--- config.mk ---
export PLATFORM = sky130hd
export DESIGN_NAME = writeback_unit_flat
export DESIGN_NICKNAME = d
export VERILOG_FILES = /design/src/rtl/writeback_unit_if.sv /design/src/rtl/writeback_unit.sv /design/src/flat_wrapper.sv
export SDC_FILE = /design/constraint.sdc
export NUM_CORES = 1
export LEC_CHECK = 0
export ABC_AREA = 1
export CORE_MARGIN = 1.5
export CORE_UTILIZATION = 40
export CTS_BUF_LIST = sky130_fd_sc_hd__clkbuf_4
export CTS_CLUSTER_DIAMETER = 30
export DETAILED_ROUTE_END_ITERATION = 10
export PLACE_DENSITY = 0.7
export SETUP_SLACK_MARGIN = 0.3
export SLEW_MARGIN = 25
export SYNTH_ARGS = -nofsm -noshare
export SYNTH_HDL_FRONTEND = slang
export SYNTH_SLANG_ARGS = --single-unit
--- constraint.sdc ---
create_clock -name clk -period 2.8 [get_ports clk]
set_input_delay 0.56 -clock clk [delete_from_list [all_inputs] [get_ports clk]]
set_output_delay 0.56 -clock clk [all_outputs]
set_load 0.01 [all_outputs]
--- src/rtl/writeback_unit_if.sv ---
// ----------------------------------------------------------------------------
// writeback_unit_if
//  Bundles the result/issue inputs and the register-file write port of the
//  writeback unit.
//  master : producer side (execute/memory stages, issue logic) -- drives the
//           ALU/load results and issue info, observes ready/scoreboard/write port
//  slave  : the writeback unit itself
//  Signals:
//   aluValid/aluReady/aluRd/aluData  ALU result handshake
//   memValid/memRd/memData           load result (always accepted)
//   issueValid/issueRd               destination of a newly issued instruction
//   busyMask                         pending-write scoreboard
//   rd/data/writeEnable              register-file write port
// ----------------------------------------------------------------------------
interface writeback_unit_if #(
  parameter int XLEN = 32
);
  logic            aluValid;
  logic            aluReady;
  logic [4:0]      aluRd;
  logic [XLEN-1:0] aluData;
  logic            memValid;
  logic [4:0]      memRd;
  logic [XLEN-1:0] memData;
  logic            issueValid;
  logic [4:0]      issueRd;
  logic [31:0]     busyMask;
  logic [4:0]      rd;
  logic [XLEN-1:0] data;
  logic            writeEnable;

  modport master (
    output aluValid, aluRd, aluData, memValid, memRd, memData, issueValid, issueRd,
    input  aluReady, busyMask, rd, data, writeEnable
  );

  modport slave (
    input  aluValid, aluRd, aluData, memValid, memRd, memData, issueValid, issueRd,
    output aluReady, busyMask, rd, data, writeEnable
  );
endinterface

--- src/rtl/writeback_unit.sv ---
// ----------------------------------------------------------------------------
// writeback_unit
//  Arbitrates ALU and load results onto the single register-file write port
//  and tracks pending writes in a 32-bit scoreboard. Loads always win; ALU
//  results that lose arbitration wait in a small in-order FIFO. The write
//  port is registered so it is stable for a falling-edge register file.
//  Ports:
//   clk  clock, all state updates on posedge
//   rst  asynchronous active-high reset
//   wb   writeback_unit_if.slave (results in, write port + scoreboard out)
// ----------------------------------------------------------------------------
module writeback_unit #(
  parameter int XLEN           = 32,
  parameter int ALU_FIFO_DEPTH = 2
) (
  input  logic              clk,
  input  logic              rst,
  writeback_unit_if.slave   wb
);
  localparam int PTR_W = (ALU_FIFO_DEPTH > 1) ? $clog2(ALU_FIFO_DEPTH) : 1;
  localparam int CNT_W = PTR_W + 1;

  // FIFO storage (no reset needed: validity is tracked by r_count)
  logic [4:0]      r_fifo_rd   [ALU_FIFO_DEPTH];
  logic [XLEN-1:0] r_fifo_data [ALU_FIFO_DEPTH];

  logic [PTR_W-1:0] r_wr_ptr;
  logic [PTR_W-1:0] r_rd_ptr;
  logic [CNT_W-1:0] r_count;
  logic             r_full;

  logic [4:0]       r_rd;
  logic [XLEN-1:0]  r_data;
  logic             r_we;
  logic [31:0]      r_busy;

  logic             w_mem_commit;
  logic             w_alu_live;
  logic             w_fifo_empty;
  logic             w_pop;
  logic             w_bypass;
  logic             w_push;
  logic [CNT_W-1:0] w_count_next;
  logic [31:0]      w_busy_next;

  // Commit priority: load > FIFO head > direct ALU bypass.
  always_comb begin
    w_mem_commit = wb.memValid && (wb.memRd != 5'd0);
    w_alu_live   = wb.aluValid && (wb.aluRd != 5'd0);
    w_fifo_empty = (r_count == '0);
    w_pop        = !w_mem_commit && !w_fifo_empty;
    // Bypass only when nothing older is buffered, preserving ALU age order.
    w_bypass     = !w_mem_commit && w_fifo_empty && w_alu_live;
    w_push       = w_alu_live && !r_full && !w_bypass;
    w_count_next = r_count + CNT_W'(w_push) - CNT_W'(w_pop);
  end

  // Ready comes from the registered full flag only; a same-cycle pop
  // does not make room until the next cycle.
  assign wb.aluReady    = !r_full;
  assign wb.rd          = r_rd;
  assign wb.data        = r_data;
  assign wb.writeEnable = r_we;
  assign wb.busyMask    = r_busy;

  always_ff @(posedge clk) begin
    if (w_push) begin
      r_fifo_rd[r_wr_ptr]   <= wb.aluRd;
      r_fifo_data[r_wr_ptr] <= wb.aluData;
    end
  end

  always_ff @(posedge clk or posedge rst) begin
    if (rst) begin
      r_wr_ptr <= '0;
      r_rd_ptr <= '0;
      r_count  <= '0;
      r_full   <= 1'b0;
    end else begin
      if (w_push) r_wr_ptr <= r_wr_ptr + 1'b1;
      if (w_pop)  r_rd_ptr <= r_rd_ptr + 1'b1;
      r_count <= w_count_next;
      r_full  <= (w_count_next == CNT_W'(ALU_FIFO_DEPTH));
    end
  end

  // Write port: rd/data hold their last value when nothing commits.
  always_ff @(posedge clk or posedge rst) begin
    if (rst) begin
      r_rd   <= 5'd0;
      r_data <= '0;
      r_we   <= 1'b0;
    end else if (w_mem_commit) begin
      r_rd   <= wb.memRd;
      r_data <= wb.memData;
      r_we   <= 1'b1;
    end else if (w_pop) begin
      r_rd   <= r_fifo_rd[r_rd_ptr];
      r_data <= r_fifo_data[r_rd_ptr];
      r_we   <= 1'b1;
    end else if (w_bypass) begin
      r_rd   <= wb.aluRd;
      r_data <= wb.aluData;
      r_we   <= 1'b1;
    end else begin
      r_we   <= 1'b0;
    end
  end

  // Scoreboard: a new issue to the same register outranks the write that
  // is completing, since that issue's own write is still outstanding.
  assign w_busy_next[0] = 1'b0;
  for (genvar gi = 1; gi < 32; gi++) begin : g_busy
    assign w_busy_next[gi] =
      (wb.issueValid && (wb.issueRd == 5'(gi))) ? 1'b1 :
      (r_we && (r_rd == 5'(gi)))                ? 1'b0 :
                                                  r_busy[gi];
  end

  always_ff @(posedge clk or posedge rst) begin
    if (rst) r_busy <= '0;
    else     r_busy <= w_busy_next;
  end
endmodule

--- src/flat_wrapper.sv ---
// flat-port wrapper written by rule: the top's interface ports become plain ports
module writeback_unit_flat 
#(
  parameter int XLEN           = 32,
  parameter int ALU_FIFO_DEPTH = 2
)
  (clk, rst, wb_aluValid, wb_aluRd, wb_aluData, wb_memValid, wb_memRd, wb_memData, wb_issueValid, wb_issueRd, wb_aluReady, wb_busyMask, wb_rd, wb_data, wb_writeEnable);
  writeback_unit_if #(.XLEN(XLEN)) wb_i ();
  input  logic clk;
  input  logic rst;
  input wire logic [$bits(wb_i.aluValid)-1:0] wb_aluValid;
  input wire logic [$bits(wb_i.aluRd)-1:0] wb_aluRd;
  input wire logic [$bits(wb_i.aluData)-1:0] wb_aluData;
  input wire logic [$bits(wb_i.memValid)-1:0] wb_memValid;
  input wire logic [$bits(wb_i.memRd)-1:0] wb_memRd;
  input wire logic [$bits(wb_i.memData)-1:0] wb_memData;
  input wire logic [$bits(wb_i.issueValid)-1:0] wb_issueValid;
  input wire logic [$bits(wb_i.issueRd)-1:0] wb_issueRd;
  output wire logic [$bits(wb_i.aluReady)-1:0] wb_aluReady;
  output wire logic [$bits(wb_i.busyMask)-1:0] wb_busyMask;
  output wire logic [$bits(wb_i.rd)-1:0] wb_rd;
  output wire logic [$bits(wb_i.data)-1:0] wb_data;
  output wire logic [$bits(wb_i.writeEnable)-1:0] wb_writeEnable;
  assign wb_i.aluValid = wb_aluValid;
  assign wb_i.aluRd = wb_aluRd;
  assign wb_i.aluData = wb_aluData;
  assign wb_i.memValid = wb_memValid;
  assign wb_i.memRd = wb_memRd;
  assign wb_i.memData = wb_memData;
  assign wb_i.issueValid = wb_issueValid;
  assign wb_i.issueRd = wb_issueRd;
  assign wb_aluReady = wb_i.aluReady;
  assign wb_busyMask = wb_i.busyMask;
  assign wb_rd = wb_i.rd;
  assign wb_data = wb_i.data;
  assign wb_writeEnable = wb_i.writeEnable;
  writeback_unit #(.XLEN(XLEN), .ALU_FIFO_DEPTH(ALU_FIFO_DEPTH)) u_core (.clk(clk), .rst(rst), .wb(wb_i));
endmodule
; Yosys cells after proc, flatten, opt, wreduce, memory -nomap -nowiden
; Memories as Yosys holds them, arrays and structs flattened.
; Index checks and enable logic that the tools add are counted.
[totals]
memories = 2
reg_bits = 74
out_inout_bits = 71
ram_bits = 74
inputBits = 84
wordCells = 288
[memory_table]
columns = name, depth, word_bits, rd, rd_ports_with_merged_regs, wr, line
row1 = u_core.r_fifo_data, 2, 32, 1, 0, 1, writeback_unit.sv:25  ; logic [XLEN-1:0] r_fifo_data [ALU_FIFO_DEPTH];
row2 = u_core.r_fifo_rd, 2, 5, 1, 0, 1, writeback_unit.sv:24  ; logic [4:0] r_fifo_rd [ALU_FIFO_DEPTH];
[op_classes]
n_eq_ne = 63
reduce_logical = 108
mux = 73
add_sub_neg = 4
[op_table]
columns = cell, n
row1 = 5-bit equality test (second input constant), 32
row2 = 32-bit two-way mux, 3
row3 = 5-bit by 4-bit equality test with 1-bit output (second input constant), 16
row4 = 1-bit logical AND, 69
row5 = 1-bit two-way mux, 67
row6 = 2-bit nonzero test, 31
row7 = 5-bit by 3-bit equality test with 1-bit output (second input constant), 8
row8 = 5-bit by 2-bit equality test with 1-bit output (second input constant), 4
row9 = 5-bit two-way mux, 3
row10 = 5-bit by 1-bit equality test with 1-bit output (second input constant), 2
row11 = 5-bit nonzero test, 2
row12 = 1-bit logical NOT, 4
row13 = 3-bit nonzero test, 1
row14 = 1-bit adder (second input constant), 2
row15 = 2-bit by 1-bit adder with 2-bit output, 1
row16 = 2-bit equality test (second input constant), 1
row17 = 2-bit logical NOT, 1
row18 = 2-bit by 1-bit subtractor with 2-bit output, 1

; Depth between registers and ports, before layout
; Gate-level depths: netlist of the first run.
[logic_depth]
depth_word = 10
mapped_depth = 13
mapped_depth_nobuf = 11

; Worst setup path after synthesis of the first run
; OpenSTA, ideal clock, no wires.
[synth_path]
path_kind = input to register
from = input wb_aluRd[4]
to = memory u_core.r_fifo_data[0][0] (enable)
path_buffers = 0
setup_time_ps = 431
stages = 6
t_required_ps = 2369
slack_ps = -274
arrival_time_ps = 2642
path_cell_list = inv_1 > nand3_1 > nand2_1 > nor2_1 > nand2_1 > nor2_1
[synth_between]
elab_chain_cells = 7
elab_cells_between_ends = 8
cone_classes = mux (2) / reduce/logical (6)
[synth_lines]
columns = element, line
row1 = "start, declared", flat_wrapper.sv:12  ; input wire logic [$bits(wb_i.aluRd)-1:0] wb_aluRd;
row2 = 5-bit nonzero test (*), writeback_unit.sv:49  ; w_alu_live = wb.aluValid && (wb.aluRd != 5'd0);
row3 = 1-bit logical AND (*), writeback_unit.sv:49
row4 = 1-bit logical AND, writeback_unit.sv:53  ; w_bypass = !w_mem_commit && w_fifo_empty && w_alu_live;
row5 = 1-bit logical NOT, writeback_unit.sv:54  ; w_push = w_alu_live && !r_full && !w_bypass;
row6 = 1-bit logical AND (*), writeback_unit.sv:54
row7 = 1-bit two-way mux (*), writeback_unit.sv:67  ; if (w_push) begin
row8 = 1-bit two-way mux (implied by the code) (*), writeback_unit.sv:69  ; r_fifo_data[r_wr_ptr] <= wb.aluData;
row9 = "end, declared", writeback_unit.sv:25
; Every way passes the cells marked *; elsewhere a longest branch is shown, timed or not.

; Final worst setup path of the first run
[layout_path]
from = register u_core.r_rd[3], in the netlist u_core.wb.rd[3]
to = output wb_rd[3]
[layout_lines]
columns = element, line
row1 = "start, declared", writeback_unit.sv:32  ; logic [4:0] r_rd;
row2 = "start signal, assigned", writeback_unit.sv:94  ; r_rd <= wb.memRd;
row3 = "start signal, assigned", writeback_unit.sv:98  ; r_rd <= r_fifo_rd[r_rd_ptr];
row4 = "start signal, assigned", writeback_unit.sv:102  ; r_rd <= wb.aluRd;
row5 = "end, declared", flat_wrapper.sv:21  ; output wire logic [$bits(wb_i.rd)-1:0] wb_rd;
; No word-level cell between the ends.

==> results of run 1 <==
[worst reg2reg max path: stages, from the launching register on]
cell	delay, ns
dfrtp_1	0.44
nor2_4	0.06
inv_2	0.38
nand2_2	0.13
inv_2	0.21
ha_1	0.21
xor2_1	0.20
nand4_1	0.12
nand2_1	0.11
inv_1	0.05
[per-stage QoR]
| stage | TNS, ns | utilization | setup slack [ns] |
|---|---|---|---|
| 5_1_grt | 0 | 0.544 | 0.491 |
| 3_3_place_gp | 0 | 0.523 | 0.284 |
| 6_report | 0 | 0.544 | 0.595 |
| 3_5_place_dp | 0 | 0.523 | 0.192 |
| 4_1_cts | 0 | 0.544 | 0.545 |
| 2_1_floorplan | -20.25 | - | -0.274 |
[where the power goes]
| group | total, W | internal [W] | switching (W) |
|---|---|---|---|
| clock network | 0.00148 | 0.000727 | 0.000754 |
| registers | 0.00342 | 0.00305 | 0.000372 |
| logic | 0.00331 | 0.00152 | 0.00179 |
[sequential cells by signal, summed over array words and instances (netlist names)]
signal                 cells
u_core.r_count             2
u_core.r_fifo_data        64
u_core.r_fifo_rd          10
u_core.r_full              1
u_core.r_rd_ptr            1
u_core.r_wr_ptr            1
u_core.wb.busyMask        31
u_core.wb.data            32
u_core.wb.rd               5
u_core.wb.writeEnable      1
[path summary, 6_finish.rpt]
path / start / to / cells past startpoint
min in group clk: u_core.wb.data[11] / u_core.wb.data[11] / 2
max: u_core.wb.rd[3] / wb_rd[3] / 1
max in group asynchronous: rst / u_core.wb.data[23] / 3
min reg2reg: u_core.wb.data[11] / u_core.wb.data[11] / 2
max reg2reg: u_core.r_count[1] / u_core.r_count[1] / 9
min: rst / u_core.wb.data[4] / 2
[synthesized netlist by cell type]
master,instances,share of area
nand2_1,210,0.12
o21ai_0,99,0.076
dfrtp_1,74,0.29
edfxtp_1,74,0.34
nand3_1,68,0.052
nor2_1,38,0.022
inv_1,23,0.013
o21ai_1,22,0.017
buf_2,14,0.011
clkbuf_1,14,0.0081
or2_1,14,0.013
or2_2,10,0.0096
buf_4,5,0.0058
inv_2,3,0.0017
nand2_2,3,0.0029
xor2_1,3,0.0040
buf_6,2,0.0035
nand4_1,2,0.0019
a32o_1,1,0.0015
conb_1,1,0.00058
ha_1,1,0.0019
nand3_4,1,0.0027
nor2_4,1,0.0017
[layer usage]
layer | wire length, um | vias to the layer above | track usage
met1 | 7190 | 2478 | 0.264
met4 | 329 | 0 | 0.0814
met2 | 8060 | 172 | 0.328
met3 | 930 | 26 | 0.0419
met5 | 0 | - | 0
li1 | - | 2605 | -
[cell families (layout without fill, tap and decap cells)]
| logic type | Yosys count | after routing | share of synthesized area |
|---|---|---|---|
| buffers and inverters | 61 | 229 | 0.0432 |
| AOI/OAI and AO/OA | 122 | 122 | 0.0948 |
| other | 1 | 2 | 0.000577 |
| xor gates and xnor gates | 3 | 3 | 0.00405 |
| adders and majority gates | 1 | 1 | 0.00193 |
| DFF | 148 | 148 | 0.627 |
| and+or+nand+nor | 347 | 347 | 0.228 |
[final cells by class]
| class | instances | area [um^2] | area share |
|---|---|---|---|
| Antenna cell | 1 | 2.50 | 0.000290 |
| Multi-Input combinational cell | 474 | 2150 | 0.249 |
| Timing Repair Buffer | 171 | 1720 | 0.199 |
| Clock buffer | 19 | 143 | 0.0165 |
| Clock inverter | 13 | 181 | 0.0210 |
| Inverter | 26 | 98.8 | 0.0114 |
| Tap cell | 216 | 270 | 0.0313 |
| Sequential cell | 148 | 4070 | 0.471 |
==> flow_summary_export.csv, run 1 <==
group,metric,value,unit
clocking,cts_buffer_depth,2,
clocking,clk_transition_reported_paths,0.13,ns
logic_synthesis,avgSynthCellArea,9.51,um^2
sta,slew_headroom,0.643,
clocking,clock-sinks,148,
power,power,0.00821,W
clocking,htree_num_levels,4,
run_status,status,"complete, no violations",
setup_path,critical_path_arrival,1.64,ns
route,wire_per_inst,15.5,um
route,dr_total_vias,5281,
setup_path,cp_top_family,"buffers and inverters",
floorplanning,die_x,130,um
floorplanning,io-pin-count,155,
floorplanning,start_util,0.409,
setup_path,worst_setup_path_start_kind,"flop",
global_route,grt_overflow,0,
route,ant_nets,0,
setup_path,critical-path-max-stage-delay,0.59,ns
final_layout,final_nets,923,
logic_synthesis,synth-seq-area-share,0.627,
clocking,cts_hold_buf,0,
final_layout,drive_gt1_frac,0.0799,
sta,timing.final.crit_period,2.20,ns
worst_hold_path,min_path_type,"primary input to async pin",
sta,slew_violations,0,
setup_path,path_buf_inv,1,
global_route,grt_max_degree,52,
clocking,cts_buffers,17,
floorplanning,coreArea,0.0159,mm^2
logic_synthesis,yosysUniqueCellTypes,23,
sta,fin_crit_sh,0.787,
final_layout,design_area,0.00864,mm^2
placed_design,dp_cells,1035,
route,wl,16.5,mm
logic_synthesis,syn-instance-count,683,
logic_synthesis,synth_nets,768,
sta,worstMarginPinSlew,0.535,ns
global_route,antenna_found_initial,1,
placed_design,port_buffers,153,
global_route,grt_pass1_vias,5100,
clocking,root_buffer,"clkbuf_4",
route,viasPerCell,4.94,
power,ir_drop,0.000373,V
floorplanning,rows,46,
clocking,cts_tree,"yes",
setup_path,end_kind,"output pin",
floorplanning,dieArea,0.0170,mm^2
clocking,clock_latency,0.56,ns
clocking,cts_setup_buffers,0,
logic_synthesis,yosys_warnings,0,
sta,hold_viol_final,0,
placed_design,dpl_cell_area,0.00831,mm^2
sta,skew,0.0185,ns
route,drc_errors,0,
clocking,cts_resized,0,
logic_synthesis,syn_area,0.00649,mm^2
logic_synthesis,synth_seq_cells,148,
placed_design,dpl.hpwl,11.4,mm
setup_path,reg2reg_slack,0.80,ns
global_route,grt_pass1_wl,25.7,mm
final_layout,layout_commonest_cell,"nand2_1",
sta,timing.hold.ws,0.318,ns
final_layout,final_cell_mix,"210 x nand2_1, 153 x clkdlybuf4s50_1, 99 x o21ai_0, 74 x dfrtp_1, 74 x edfxtp_1",
floorplanning,die_h,130,um
final_layout,fillCellCount,1487,
run,maxCapViolations,0,
sta,rsz0062_at_grt,"false",
placed_design,place_congestion,0.843,
power,p_leak,3.47,nW
sta,fmax,0.454,GHz
setup_path,crit_required,2.24,ns
route,drt_iter0_drc,391,
route,first_pass_iters,5,
global_route,track_usage,0.201,
sta,setup_viol,0,
setup_path,cp_slowest_cell,"clkdlybuf4s50_1",
setup_path,critPathKind,"flop to output pin",
setup_path,cp_cell_sequence,"clkdlybuf4s50_1",
setup_path,cp_max_fo,6,
final_layout,area_growth_syn_to_layout,33.1,%
final_layout,layout.cells.non_filler,1068,
power,p_per_area,950,mW/mm^2
No activity file was read; power rests on OpenSTA's default activity.
==> run 2: changes to the inputs <==
Clock period 2.8 ns to 2 ns, I/O delays scaled along.
==> run 2 against run 1 <==
Final area up 5.4%. Sequential cell count unchanged. First-iteration DRC count down 11%. Total power up 43%. Largest cell class unchanged.
==> flow_summary_export.csv, run 2 (synthesized netlist as in run 1, its figures left out) <==
group,metric,value,unit
setup_path,crit_required,1.60,ns
global_route,grt_pass1_wl,27.3,mm
clocking,htree_num_levels,4,
run_status,status,"complete, no violations",
floorplanning,start_util,0.409,
route,dr_total_vias,5504,
clocking,clk_transition_reported_paths,0.13,ns
sta,rsz0062_at_grt,"false",
sta,slew_headroom,0.656,
global_route,grt_max_degree,75,
power,p_per_area,1290,mW/mm^2
floorplanning,rows,46,
setup_path,critical_path_arrival,1.24,ns
power,ir_drop,0.000560,V
setup_path,critPathKind,"flop to output pin",
sta,fmax,0.609,GHz
final_layout,layout.cells.non_filler,1115,
sta,worstMarginPinSlew,0.515,ns
floorplanning,die_x,130,um
final_layout,area_growth_syn_to_layout,40.3,%
sta,hold_viol_final,0,
floorplanning,coreArea,0.0159,mm^2
power,p_leak,3.81,nW
final_layout,drive_gt1_frac,0.148,
clocking,cts_buffer_depth,2,
route,drc_errors,0,
setup_path,critical-path-max-stage-delay,0.41,ns
setup_path,cp_top_family,"flip-flops",
route,ant_nets,0,
sta,fin_ws,0.357,ns
global_route,antenna_found_initial,1,
clocking,clock-sinks,148,
worst_hold_path,min_path_type,"primary input to async pin",
floorplanning,io-pin-count,155,
route,drt_iter0_drc,349,
sta,setup_viol,0,
clocking,clock_latency,0.55,ns
global_route,grt_pass1_vias,5448,
global_route,grt_overflow,0,
final_layout,largest_reg_flops,64,
sta,slew_violations,0,
setup_path,cp_max_fo,2,
placed_design,place_congestion,0.840,
route,wire_per_inst,15.2,um
final_layout,final_cell_mix,"208 x nand2_1, 99 x o21ai_0, 83 x clkdlybuf4s50_1, 74 x edfxtp_1, 70 x dfrtp_1",
setup_path,worst_setup_path_start_kind,"flop",
final_layout,largest-register,"u_core.r_fifo_data",
setup_path,cp_slowest_cell,"dfrtp_1",
setup_path,cp_cell_sequence,"dlygate4sd2_1",
placed_design,dpl.hpwl,11.7,mm
setup_path,end_kind,"output pin",
final_layout,final_nets,970,
placed_design,dp_cells,1059,
clocking,cts_tree,"yes",
placed_design,port_buffers,153,
sta,skew,0.0162,ns
global_route,track_usage,0.212,
sta,timing.final.crit_period,1.64,ns
final_layout,layout_commonest_cell,"nand2_1",
run,maxCapViolations,0,
setup_path,path_buf_inv,1,
route,viasPerCell,4.94,
placed_design,dp_slack,-0.141,ns
floorplanning,dieArea,0.0170,mm^2
route,wl,17.0,mm
clocking,root_buffer,"clkbuf_4",
floorplanning,die_h,130,um
clocking,cts_buffers,17,
sta,fin_crit_sh,0.821,
route,first_pass_iters,4,
==> run 2: stage by stage <==
stage               hold WS, ns  area [um^2]  TNS (ns)  utilization  power (W)
floorplan                 0.499         6590         0            -    0.00721
global placement          0.466         8630     -9.40        0.543    0.00969
detailed placement        0.464         8630    -12.22        0.543    0.00980
CTS                       0.279         8970         0        0.565     0.0116
global route              0.307         9110         0        0.573     0.0126
finish                    0.299         9110         0        0.573     0.0117
==> run 2: path summary, 6_finish.rpt <==
| check | startpoint | slack, ns | to | cells after the start |
|---|---|---|---|---|
| max | u_core.wb.busyMask[7] | 0.36 | wb_busyMask[7] | 1 |
| min | rst | 0.30 | u_core.wb.data[2] | 3 |
| max reg2reg | u_core.r_rd_ptr | 0.46 | u_core.wb.data[16] | 7 |
| min reg2reg | u_core.wb.data[10] | 0.49 | u_core.wb.data[10] | 2 |
| max in group asynchronous | rst | 1.34 | u_core.wb.rd[0] | 3 |
| min in group clk | wb_aluData[5] | 0.46 | u_core.r_fifo_data[0][5] | 1 |
==> run 2: layout make-up <==
cell class | instances | area, um^2
Timing Repair Buffer | 218 | 2080
Clock buffer | 21 | 158
Tap cell | 216 | 270
Inverter | 26 | 104
Multi-Input combinational cell | 474 | 2230
Fill cell | 1422 | 6780
Antenna cell | 1 | 2.50
Sequential cell | 148 | 4080
Clock inverter | 11 | 183
==> run 2: timing repair <==
action                     in CTS  in global routing
pin swaps                       0                  1
setup endpoints to repair      70                 37
gates resized for setup        81                 29
setup buffers                  10                 13
hold buffers                    0                  0
==> run 2: where the power goes <==
group	switching [W]	internal (W)
combinational	0.00269	0.00215
clock	0.00101	0.00116
sequential	0.000459	0.00427
==> run 2: layer usage <==
| metal | part of all wire | routed length (um) | vias to the layer above | GRT usage |
|---|---|---|---|---|
| met4 | 0.016 | 269 | 0 | 0.0724 |
| met1 | 0.43 | 7330 | 2597 | 0.269 |
| met5 | 0 | 0 | - | 0 |
| met2 | 0.49 | 8400 | 190 | 0.365 |
| li1 | - | - | 2693 | - |
| met3 | 0.058 | 989 | 24 | 0.0411 |
